## config.mk

```make
export PLATFORM = sky130hd
export DESIGN_NAME = udma_ethernet_rx_fcs
export DESIGN_NICKNAME = d
export VERILOG_FILES = /design/src/rtl/udma_ethernet_pkg.sv /design/src/rtl/udma_ethernet_crc32.sv /design/src/rtl/udma_ethernet_rx_fcs.sv
export SDC_FILE = /design/constraint.sdc
export NUM_CORES = 1
export LEC_CHECK = 0
export CAP_MARGIN = 20
export CORE_ASPECT_RATIO = 0.9
export CORE_MARGIN = 4
export CORE_UTILIZATION = 54
export DETAILED_ROUTE_END_ITERATION = 12
export HOLD_SLACK_MARGIN = 0.02
export PLACE_DENSITY = 0.88
export SYNTH_ARGS = -nofsm -noshare
export SYNTH_HDL_FRONTEND = slang
export SYNTH_SLANG_ARGS = --single-unit
```

## constraint.sdc

```tcl
create_clock -name clk_i -period 2.7 [get_ports clk_i]
set_clock_uncertainty 0.15 [all_clocks]
set_input_delay 0.405 -clock clk_i [delete_from_list [all_inputs] [get_ports clk_i]]
set_output_delay 0.405 -clock clk_i [all_outputs]
set_load 0.01 [all_outputs]
```

## src/rtl/udma_ethernet_pkg.sv

```systemverilog
// rtl/udma_ethernet_pkg.sv - shared Ethernet CRC-32 constants, RX FSM states and byte-wide CRC step
package udma_ethernet_pkg;

    localparam logic [31:0] ETH_CRC32_POLY = 32'hEDB88320;
    localparam logic [31:0] ETH_CRC32_INIT = 32'hFFFFFFFF;

    typedef enum logic [1:0] {
        IDLE   = 2'd0,
        FILL   = 2'd1,
        STREAM = 2'd2,
        DROP   = 2'd3
    } rx_state_e;

    // Reflected CRC-32, LSB of the data byte enters first.
    function automatic logic [31:0] crc32_byte(input logic [31:0] crc, input logic [7:0] data);
        logic [31:0] c;
        c = crc ^ {24'h0, data};
        for (int i = 0; i < 8; i++) begin
            c = c[0] ? ((c >> 1) ^ ETH_CRC32_POLY) : (c >> 1);
        end
        return c;
    endfunction

endpackage

```

## src/rtl/udma_ethernet_crc32.sv

```systemverilog
// rtl/udma_ethernet_crc32.sv - combinational byte-wide Ethernet CRC-32 next state
module udma_ethernet_crc32
    import udma_ethernet_pkg::*;
(
    input  logic [31:0] crc_i,
    input  logic [7:0]  data_i,
    output logic [31:0] crc_o
);

    assign crc_o = crc32_byte(crc_i, data_i);

endmodule

```

## src/rtl/udma_ethernet_rx_fcs.sv

```systemverilog
// rtl/udma_ethernet_rx_fcs.sv - RX FCS check/strip stage; ETH_RX_FCS_STATS_EN adds good/bad frame counters
module udma_ethernet_rx_fcs
    import udma_ethernet_pkg::*;
#(
    parameter int MIN_FRAME = 5
) (
    input  logic        clk_i,
    input  logic        rstn_i,
`ifdef ETH_RX_FCS_STATS_EN
    input  logic        stat_clr_i,
    output logic [15:0] stat_good_o,
    output logic [15:0] stat_bad_o,
`endif
    input  logic        en_i,
    input  logic [7:0]  s_data_i,
    input  logic        s_valid_i,
    input  logic        s_last_i,
    input  logic        s_user_i,
    output logic        s_ready_o,
    output logic [7:0]  m_data_o,
    output logic        m_valid_o,
    output logic        m_last_o,
    output logic        m_user_o,
    input  logic        m_ready_i,
    output logic [31:0] fcs_o,
    output logic        frame_ok_o,
    output logic        bad_fcs_o,
    output logic        bad_frame_o
);

    localparam logic [15:0] MIN_LEN = 16'(MIN_FRAME);

    rx_state_e        state_q, state_d;
    logic [2:0]       fill_q, fill_d;
    logic [3:0][7:0]  byte_q, byte_d;
    logic [31:0]      crc_q, crc_d, crc_upd;
    logic             err_q, err_d;
    logic [15:0]      cnt_q, cnt_d;
    logic [7:0]       m_data_q, m_data_d;
    logic             m_valid_q, m_valid_d, m_last_q, m_last_d, m_user_q, m_user_d;
    logic [31:0]      fcs_q, fcs_d;
    logic             ok_q, ok_d, bfcs_q, bfcs_d, bframe_q, bframe_d;

    logic             s_fire, err_now, fcs_bad;
    logic [15:0]      cnt_inc;
    logic [31:0]      rx_fcs;

    udma_ethernet_crc32 u_crc (
        .crc_i  (crc_q),
        .data_i (byte_q[0]),
        .crc_o  (crc_upd)
    );

    assign s_ready_o = (state_q == DROP) | ~m_valid_q | m_ready_i;
    assign s_fire    = s_valid_i & s_ready_o;
    assign err_now   = err_q | s_user_i;
    assign cnt_inc   = (cnt_q == 16'hFFFF) ? cnt_q : cnt_q + 16'd1;
    assign rx_fcs    = {s_data_i, byte_q[3], byte_q[2], byte_q[1]};
    assign fcs_bad   = (~crc_upd) != rx_fcs;

    always_comb begin
        state_d   = state_q;
        fill_d    = fill_q;
        byte_d    = byte_q;
        crc_d     = crc_q;
        err_d     = err_q;
        cnt_d     = cnt_q;
        m_data_d  = m_data_q;
        m_valid_d = m_valid_q & ~m_ready_i;
        m_last_d  = m_last_q;
        m_user_d  = m_user_q;
        fcs_d     = fcs_q;
        ok_d      = 1'b0;
        bfcs_d    = 1'b0;
        bframe_d  = 1'b0;
        if (s_fire) begin
            case (state_q)
                IDLE: begin
                    if (!en_i) begin
                        state_d = s_last_i ? IDLE : DROP;
                    end else if (s_last_i) begin
                        bframe_d = 1'b1;
                    end else begin
                        byte_d[0] = s_data_i;
                        fill_d    = 3'd1;
                        err_d     = s_user_i;
                        cnt_d     = 16'd1;
                        state_d   = FILL;
                    end
                end
                FILL: begin
                    if (s_last_i) begin
                        bframe_d = 1'b1;
                        fill_d   = 3'd0;
                        err_d    = 1'b0;
                        cnt_d    = 16'd0;
                        state_d  = IDLE;
                    end else begin
                        byte_d[fill_q[1:0]] = s_data_i;
                        fill_d  = fill_q + 3'd1;
                        err_d   = err_now;
                        cnt_d   = cnt_inc;
                        if (fill_q == 3'd3) state_d = STREAM;
                    end
                end
                STREAM: begin
                    // Oldest byte leaves the buffer; the last four bytes held back are the FCS.
                    m_data_d  = byte_q[0];
                    m_valid_d = 1'b1;
                    m_last_d  = s_last_i;
                    m_user_d  = 1'b0;
                    if (s_last_i) begin
                        m_user_d = fcs_bad | err_now;
                        fcs_d    = rx_fcs;
                        if (err_now || cnt_inc < MIN_LEN) bframe_d = 1'b1;
                        else if (fcs_bad)                 bfcs_d   = 1'b1;
                        else                              ok_d     = 1'b1;
                        crc_d   = ETH_CRC32_INIT;
                        fill_d  = 3'd0;
                        err_d   = 1'b0;
                        cnt_d   = 16'd0;
                        state_d = IDLE;
                    end else begin
                        crc_d  = crc_upd;
                        byte_d = {s_data_i, byte_q[3:1]};
                        err_d  = err_now;
                        cnt_d  = cnt_inc;
                    end
                end
                DROP: begin
                    if (s_last_i) state_d = IDLE;
                end
                default: state_d = IDLE;
            endcase
        end
    end

    always_ff @(posedge clk_i or negedge rstn_i) begin
        if (!rstn_i) begin
            state_q   <= IDLE;
            fill_q    <= 3'd0;
            byte_q    <= '0;
            crc_q     <= ETH_CRC32_INIT;
            err_q     <= 1'b0;
            cnt_q     <= 16'd0;
            m_data_q  <= 8'd0;
            m_valid_q <= 1'b0;
            m_last_q  <= 1'b0;
            m_user_q  <= 1'b0;
            fcs_q     <= 32'd0;
            ok_q      <= 1'b0;
            bfcs_q    <= 1'b0;
            bframe_q  <= 1'b0;
        end else begin
            state_q   <= state_d;
            fill_q    <= fill_d;
            byte_q    <= byte_d;
            crc_q     <= crc_d;
            err_q     <= err_d;
            cnt_q     <= cnt_d;
            m_data_q  <= m_data_d;
            m_valid_q <= m_valid_d;
            m_last_q  <= m_last_d;
            m_user_q  <= m_user_d;
            fcs_q     <= fcs_d;
            ok_q      <= ok_d;
            bfcs_q    <= bfcs_d;
            bframe_q  <= bframe_d;
        end
    end

    assign m_data_o    = m_data_q;
    assign m_valid_o   = m_valid_q;
    assign m_last_o    = m_last_q;
    assign m_user_o    = m_user_q;
    assign fcs_o       = fcs_q;
    assign frame_ok_o  = ok_q;
    assign bad_fcs_o   = bfcs_q;
    assign bad_frame_o = bframe_q;

`ifdef ETH_RX_FCS_STATS_EN
    logic [15:0] stat_good_q, stat_bad_q;

    // Counters follow the registered pulses; clear wins over a same-cycle increment.
    always_ff @(posedge clk_i or negedge rstn_i) begin
        if (!rstn_i) begin
            stat_good_q <= 16'd0;
            stat_bad_q  <= 16'd0;
        end else if (stat_clr_i) begin
            stat_good_q <= 16'd0;
            stat_bad_q  <= 16'd0;
        end else begin
            if (ok_q && stat_good_q != 16'hFFFF)                stat_good_q <= stat_good_q + 16'd1;
            if ((bfcs_q || bframe_q) && stat_bad_q != 16'hFFFF) stat_bad_q  <= stat_bad_q + 16'd1;
        end
    end

    assign stat_good_o = stat_good_q;
    assign stat_bad_o  = stat_bad_q;
`endif

endmodule

```

# Word level (Yosys, flattened, before mapping)
# Index checks and enable logic that the tools add are counted.
# totals
reg_bits,132
inputBits,15
out_inout_bits,47
word_cells,127
# op_classes
add_sub_neg,2
order_cmp,3
n_eq_ne,14
n_mux,58
n_bitwise,18
reduce_logical,15
# ops
op,count
$mux 32,11
$not 13->14,8
$mux 16,4
$pmux 24 s2,1
$bwmux 32,1
$ne 32x32->1,1
$not 32->32,1
$pmux 16 s2,1
$xor 32x8->32,1
$mux 8,3
$pmux 8 s3,1
$mux 1,21
$add 16x1->16 const B,1
$demux 8 s2,1
$eq 16x16->1 const B,1
$lt 16x3->1 const B,1
$mux 2,6
$mux 3,4
$reduce_and 4->1,3
$ne 2x2->1 const B,5
$pmux 3 s3,1
$ne 3x3->1 const B,2
$pmux 2 s3,1
$reduce_and 6->1,1
21 further kinds,29

# Depth between registers and ports, before layout
# logic_depth
ltp_word,24
depth_mapped,10
depth_no_buf,8

# Hierarchy
# Synthesis repeated with hierarchy kept, for this count alone.
# unflattened
hier_cells,726
hier_area_um2,7343.3
# by_module_without_submodules
module,instances,cells_per_inst,area_each_um2,seq_area_each_um2
udma_ethernet_rx_fcs,1,656,6507.5,3343.2
udma_ethernet_crc32,1,70,835.8,0.0

# Worst setup path after synthesis
# OpenSTA, ideal clock, no wires.
# synth_timing
path_type,reg-to-reg
startpoint,reg cnt_q[0]
endpoint,"reg ok_q, in the netlist frame_ok_o"
setup_time_ns,0.067
arrival_time_ns,2.642
required_ns,2.483
setup_slack_ns,-0.159
stages_incl_launch_ff,11
path_buffers,2
period_less_slack_ns,2.859
cell_sequence,dfrtp_1 ha_1 buf_2 nand4_2 or4_1 buf_2 o211a_1 o211ai_2 nor4_1 or4_4 and3b_1
# synth_between
elab_chain_cells,8
elab_cells_between_ends,9
cone_classes,add/sub (1); order compare (1); eq/ne (1); mux (5); reduce/logical (1)
# synth_rtl
item,line_no,text
from (decl),udma_ethernet_rx_fcs.sv:38,"logic [15:0] cnt_q, cnt_d;"
from (signal assigned),udma_ethernet_rx_fcs.sv:160,cnt_q <= cnt_d;
$add 16x1->16 or $eq 16x16->1 (tied branches),udma_ethernet_rx_fcs.sv:57,assign cnt_inc = (cnt_q == 16'hFFFF) ? cnt_q : cnt_q + 16'd1;
$mux 16 *,udma_ethernet_rx_fcs.sv:57,
$lt 16x3->1 *,udma_ethernet_rx_fcs.sv:115,if (err_now || cnt_inc < MIN_LEN) bframe_d = 1'b1;
$logic_or 1x1->1 *,udma_ethernet_rx_fcs.sv:115,
$mux 1 *,udma_ethernet_rx_fcs.sv:115,
$mux 1 *,udma_ethernet_rx_fcs.sv:112,if (s_last_i) begin
$mux 1 *,udma_ethernet_rx_fcs.sv:77,case (state_q)
$mux 1 *,udma_ethernet_rx_fcs.sv:76,if (s_fire) begin
via ok_d,udma_ethernet_rx_fcs.sv:42,"logic ok_q, ok_d, bfcs_q, bfcs_d, bframe_q, bframe_d;"
to (signal assigned),udma_ethernet_rx_fcs.sv:166,ok_q <= ok_d;
to (decl),udma_ethernet_rx_fcs.sv:42,
# The timed path passes the listed nets; every way through them passes the cells marked *.
# A chain may end at the register's enable or synchronous reset.

# Worst setup path after layout
# layout_timing
startpoint,reg crc_q[3]
endpoint,"reg ok_q, in the netlist frame_ok_o"
# layout_between
elab_chain_cells,19
elab_cells_between_ends,20
cone_classes,eq/ne (1); mux (13); bitwise (6)
# layout_rtl
item,line_no,text
from (decl),udma_ethernet_rx_fcs.sv:36,"logic [31:0] crc_q, crc_d, crc_upd;"
from (signal assigned),udma_ethernet_rx_fcs.sv:158,crc_q <= crc_d;
$xor 32x8->32 *,udma_ethernet_pkg.sv:17,"c = crc ^ {24'h0, data};"
$mux 32 * (5 in a row),udma_ethernet_pkg.sv:19,c = c[0] ? ((c >> 1) ^ ETH_CRC32_POLY) : (c >> 1);
$not 13->14 (no source line) or $mux 32 (tied branches),-,
$mux 32 *,udma_ethernet_pkg.sv:19,
$not 13->14 (no source line) or $mux 32 (tied branches),-,
$mux 32 *,udma_ethernet_pkg.sv:19,
$not 13->14 (no source line),-,
$mux 32 *,udma_ethernet_pkg.sv:19,
$not 32->32 *,udma_ethernet_rx_fcs.sv:59,assign fcs_bad = (~crc_upd) != rx_fcs;
$ne 32x32->1 *,udma_ethernet_rx_fcs.sv:59,
$mux 1 *,udma_ethernet_rx_fcs.sv:116,else if (fcs_bad) bfcs_d = 1'b1;
$mux 1 *,udma_ethernet_rx_fcs.sv:115,
$mux 1 *,udma_ethernet_rx_fcs.sv:112,
$mux 1 *,udma_ethernet_rx_fcs.sv:77,
$mux 1 *,udma_ethernet_rx_fcs.sv:76,
via ok_d,udma_ethernet_rx_fcs.sv:42,
# Marked as above.

==> results_dict.tcl <==
set metrics [dict create \
    viasPerCell 6.13 \
    startpoint_type "flip-flop" \
    criticalPathCategory "reg2reg" \
    clk_pin_slew_ns 0.06 \
    die_x_um 136 \
    whs_ns 0.320 \
    drive_above_1_share_pct 25.3 \
    synth_area_leaders "dfrtp_1 31%, dfstp_2 11%, xnor2_1 6.4%" \
    vdd_drop_max_mv 0.897 \
    synth_compound_area_share_pct 15.3 \
    num_rows 41 \
    synth_top_family_by_area "XOR/XNOR gates" \
    core-area_mm2 0.0143 \
    cp_top_family "XOR/XNOR gates" \
    io_buffers 61 \
    root_buffer "clkbuf_16" \
    tightestPinTransition_ns 0.607 \
    synth.area.mux_share_pct 5.85 \
    synthesis.area_mm2 0.00798 \
    area_growth_pct 27.6 \
    dieArea_mm2 0.0168 \
    mostFrequentLayoutCell "nor2_1" \
    hold_violations 0 \
    critPathMaxFanout 4 \
    synth-main-ff-cell "dfrtp_1" \
    ys_types 68 \
    cts_tree "yes" \
    cts_buffer_depth 2 \
    rsz0062_at_grt "true" \
    stdcell_count 1129 \
    relSlewSlack_pct 59.5 \
    dr.pass1.iters 5 \
    ys_seq_elements 132 \
    worstSkewPairLatency_ns 0.43 \
    fin_nets 948 \
    grt_pass1_wl_mm 37.4 \
    crit_path_cell_trace "xnor2_2, buf_4, xnor3_2, xnor3_1, a221oi_2, nand3_1, nor3_2, and3b_1" \
    synth_fa_ha_area_share_pct 1.57 \
    power_mw 17.5 \
    numCtsBuffers 17 \
    dp_cells 1093 \
    antenna_cells 0 \
    p_leak_nw 4.42 \
    yosysWarnings 0 \
    seq_area_frac_synth_pct 41.9 \
    critPathArrivalTime_ns 2.83 \
    pin_count 62 \
    h-tree-depth 4 \
    cap_violations 0 \
    drt_iter0_drc 864 \
    overflow 0 \
    ant_nets 0 \
    grt_usage_pct 29.4 \
    grt_max_degree 64 \
    synth_top_area_share_pct 31.3 \
    crit_buf_inv 1 \
    crit_required_ns 2.91 \
    synth_xor_area_share_pct 18.3 \
    period_share_pct 96.9 \
    yosysTopAreaCell "dfrtp_1" \
    yosys.area_share.simple_pct 13.9 \
    cts_sinks 132 \
    cp_slowest_cell "dfstp_2" \
    grt_pass1_vias 6663 \
    die_y_um 123 \
    crit_path_end_kind "flip-flop" \
    synthArstFlopShare_pct 100 \
    power_density_mw_per_mm2 1720 \
    period_needed_ns 2.62 \
    synthesis.nets 821 \
    timing.fmax_mhz 382 \
    max_stage_delay_ns 0.55 \
    status "completed" \
    avgSynthCellArea_um2 10.0 \
    start_util_pct 56.0 \
    wl_per_cell_um 21.0 \
    syn_inst 796 \
    vias 6923 \
    setup_violations 0 \
    synth-edff-count 0 \
    antenna_found_initial 0 \
    mostFrequentLayoutCells "102 x nor2_1, 100 x dfrtp_1, 88 x buf_4" \
    routabilityCongestion 1.03 \
    slew_viol_final 0 \
    worstHoldPathType "reg2reg" \
    wl_mm 23.8 \
    route.detailed.drc 0 \
    dp_hpwl_mm 17.0 \
]
[where the power goes]
part	switching [mW]	leakage [nW]	internal [mW]
Sequential	0.833	1.66	2.77
Clock	0.943	0.287	1.47
Combinational	5.69	2.47	5.80
Total	7.47	4.42	10.0
[logic make-up after synthesis]
kind of cell,after synthesis
AO/OA/AOI/OAI,191
multiplexers,42
XOR/XNOR,113
flip-flops,132
buffers and inverters,64
adder cells (fa/ha/maj),10
AND/OR/NAND/NOR,244
[cell usage after synthesis (5+ instances only)]
cell type and n:
dfrtp_1 100, xor2_1 18, nand4_1 9, nor2_1 103, a21oi_1 52, xnor3_1 20, xnor2_1 58, ha_1 10
a22o_1 11, nand2_1 69, nor2b_1 5, clkbuf_1 32, buf_2 10, mux2i_1 5, inv_1 16, nor3_1 12
dfstp_2 32, a22oi_1 9, mux2_2 37, o22ai_1 17, o22a_1 9, xnor2_2 7, a31oi_1 9, o21ai_0 45
nor4_1 7, nand3_1 11, and3_1 5
[routing by layer]
layer	routed length, um	share of wire, %	GRT usage [%]
met4	661	2.8	11.3
met1	10100	42	42.2
met2	10800	46	44.4
met3	2210	9.3	5.90
met5	0	0	0
[path summary, 6_finish.rpt]
path	start	endpoint	cells past startpoint	slack [ns]
worst max-delay path	crc_q[3]$_DFFE_PN1P_	frame_ok_o$_DFF_PN0_	8	0.08
worst min-delay path	m_data_o[7]$_DFFE_PN0P_	m_data_o[7]$_DFFE_PN0P_	2	0.32
worst max register to register	crc_q[3]$_DFFE_PN1P_	frame_ok_o$_DFF_PN0_	8	0.08
worst min register to register	m_data_o[7]$_DFFE_PN0P_	m_data_o[7]$_DFFE_PN0P_	2	0.32
max in group asynchronous	rstn_i	crc_q[2]$_DFFE_PN1P_	3	1.26
min in group asynchronous	rstn_i	fcs_o[20]$_DFFE_PN0P_	2	0.36
[stage by stage]
step           setup WS, ns  instance area (um2)  setup TNS, ns  util (%)
2_1_floorplan       -0.0206                 8010        -0.0206         -
5_1_grt             -0.0165                10200        -0.0165      71.4
6_report             0.0842                10200              0      71.4
3_3_place_gp       -0.00971                 9390       -0.00971      65.9
3_5_place_dp         -0.107                 9390         -0.240      65.9
4_1_cts             0.00768                10000              0      70.4
[sequential cells by signal, summed over array words and instances, names as in the netlist]
signal,count
cnt_q,16
m_user_o,1
fill_q,3
bad_frame_o,1
m_data_o,8
m_last_o,1
m_valid_o,1
fcs_o,32
byte_q,32
bad_fcs_o,1
state_q,2
crc_q,32
err_q,1
frame_ok_o,1
[timing repair]
| action | 4_1_cts | 5_1_grt |
|---|---|---|
| setup buffers | 0 | 3 |
| gates cloned | 0 | 0 |
| resized for setup | 4 | 23 |
| endpoints found under the hold margin | 49 | 0 |
| hold buffers | 1 | 0 |
| setup endpoints to repair | 3 | 4 |
| pin swaps | 0 | 6 |
[tightest hold or removal path, delay by kind of cell (launching register included)]
kind / cells / cell delay [ns]
flip-flops: 1 / 0.34
AND/OR/NAND/NOR: 2 / 0.10
[cell type report]
class	instances	area, um2
multi-input combinational	600	4550
sequential	132	3340
timing repair buffer	155	1380
fill	1033	4070
clock inverter	13	176
inverter	17	63.8
clock buffer	19	433
tap	193	241
No activity file was read; power rests on OpenSTA's default activity.
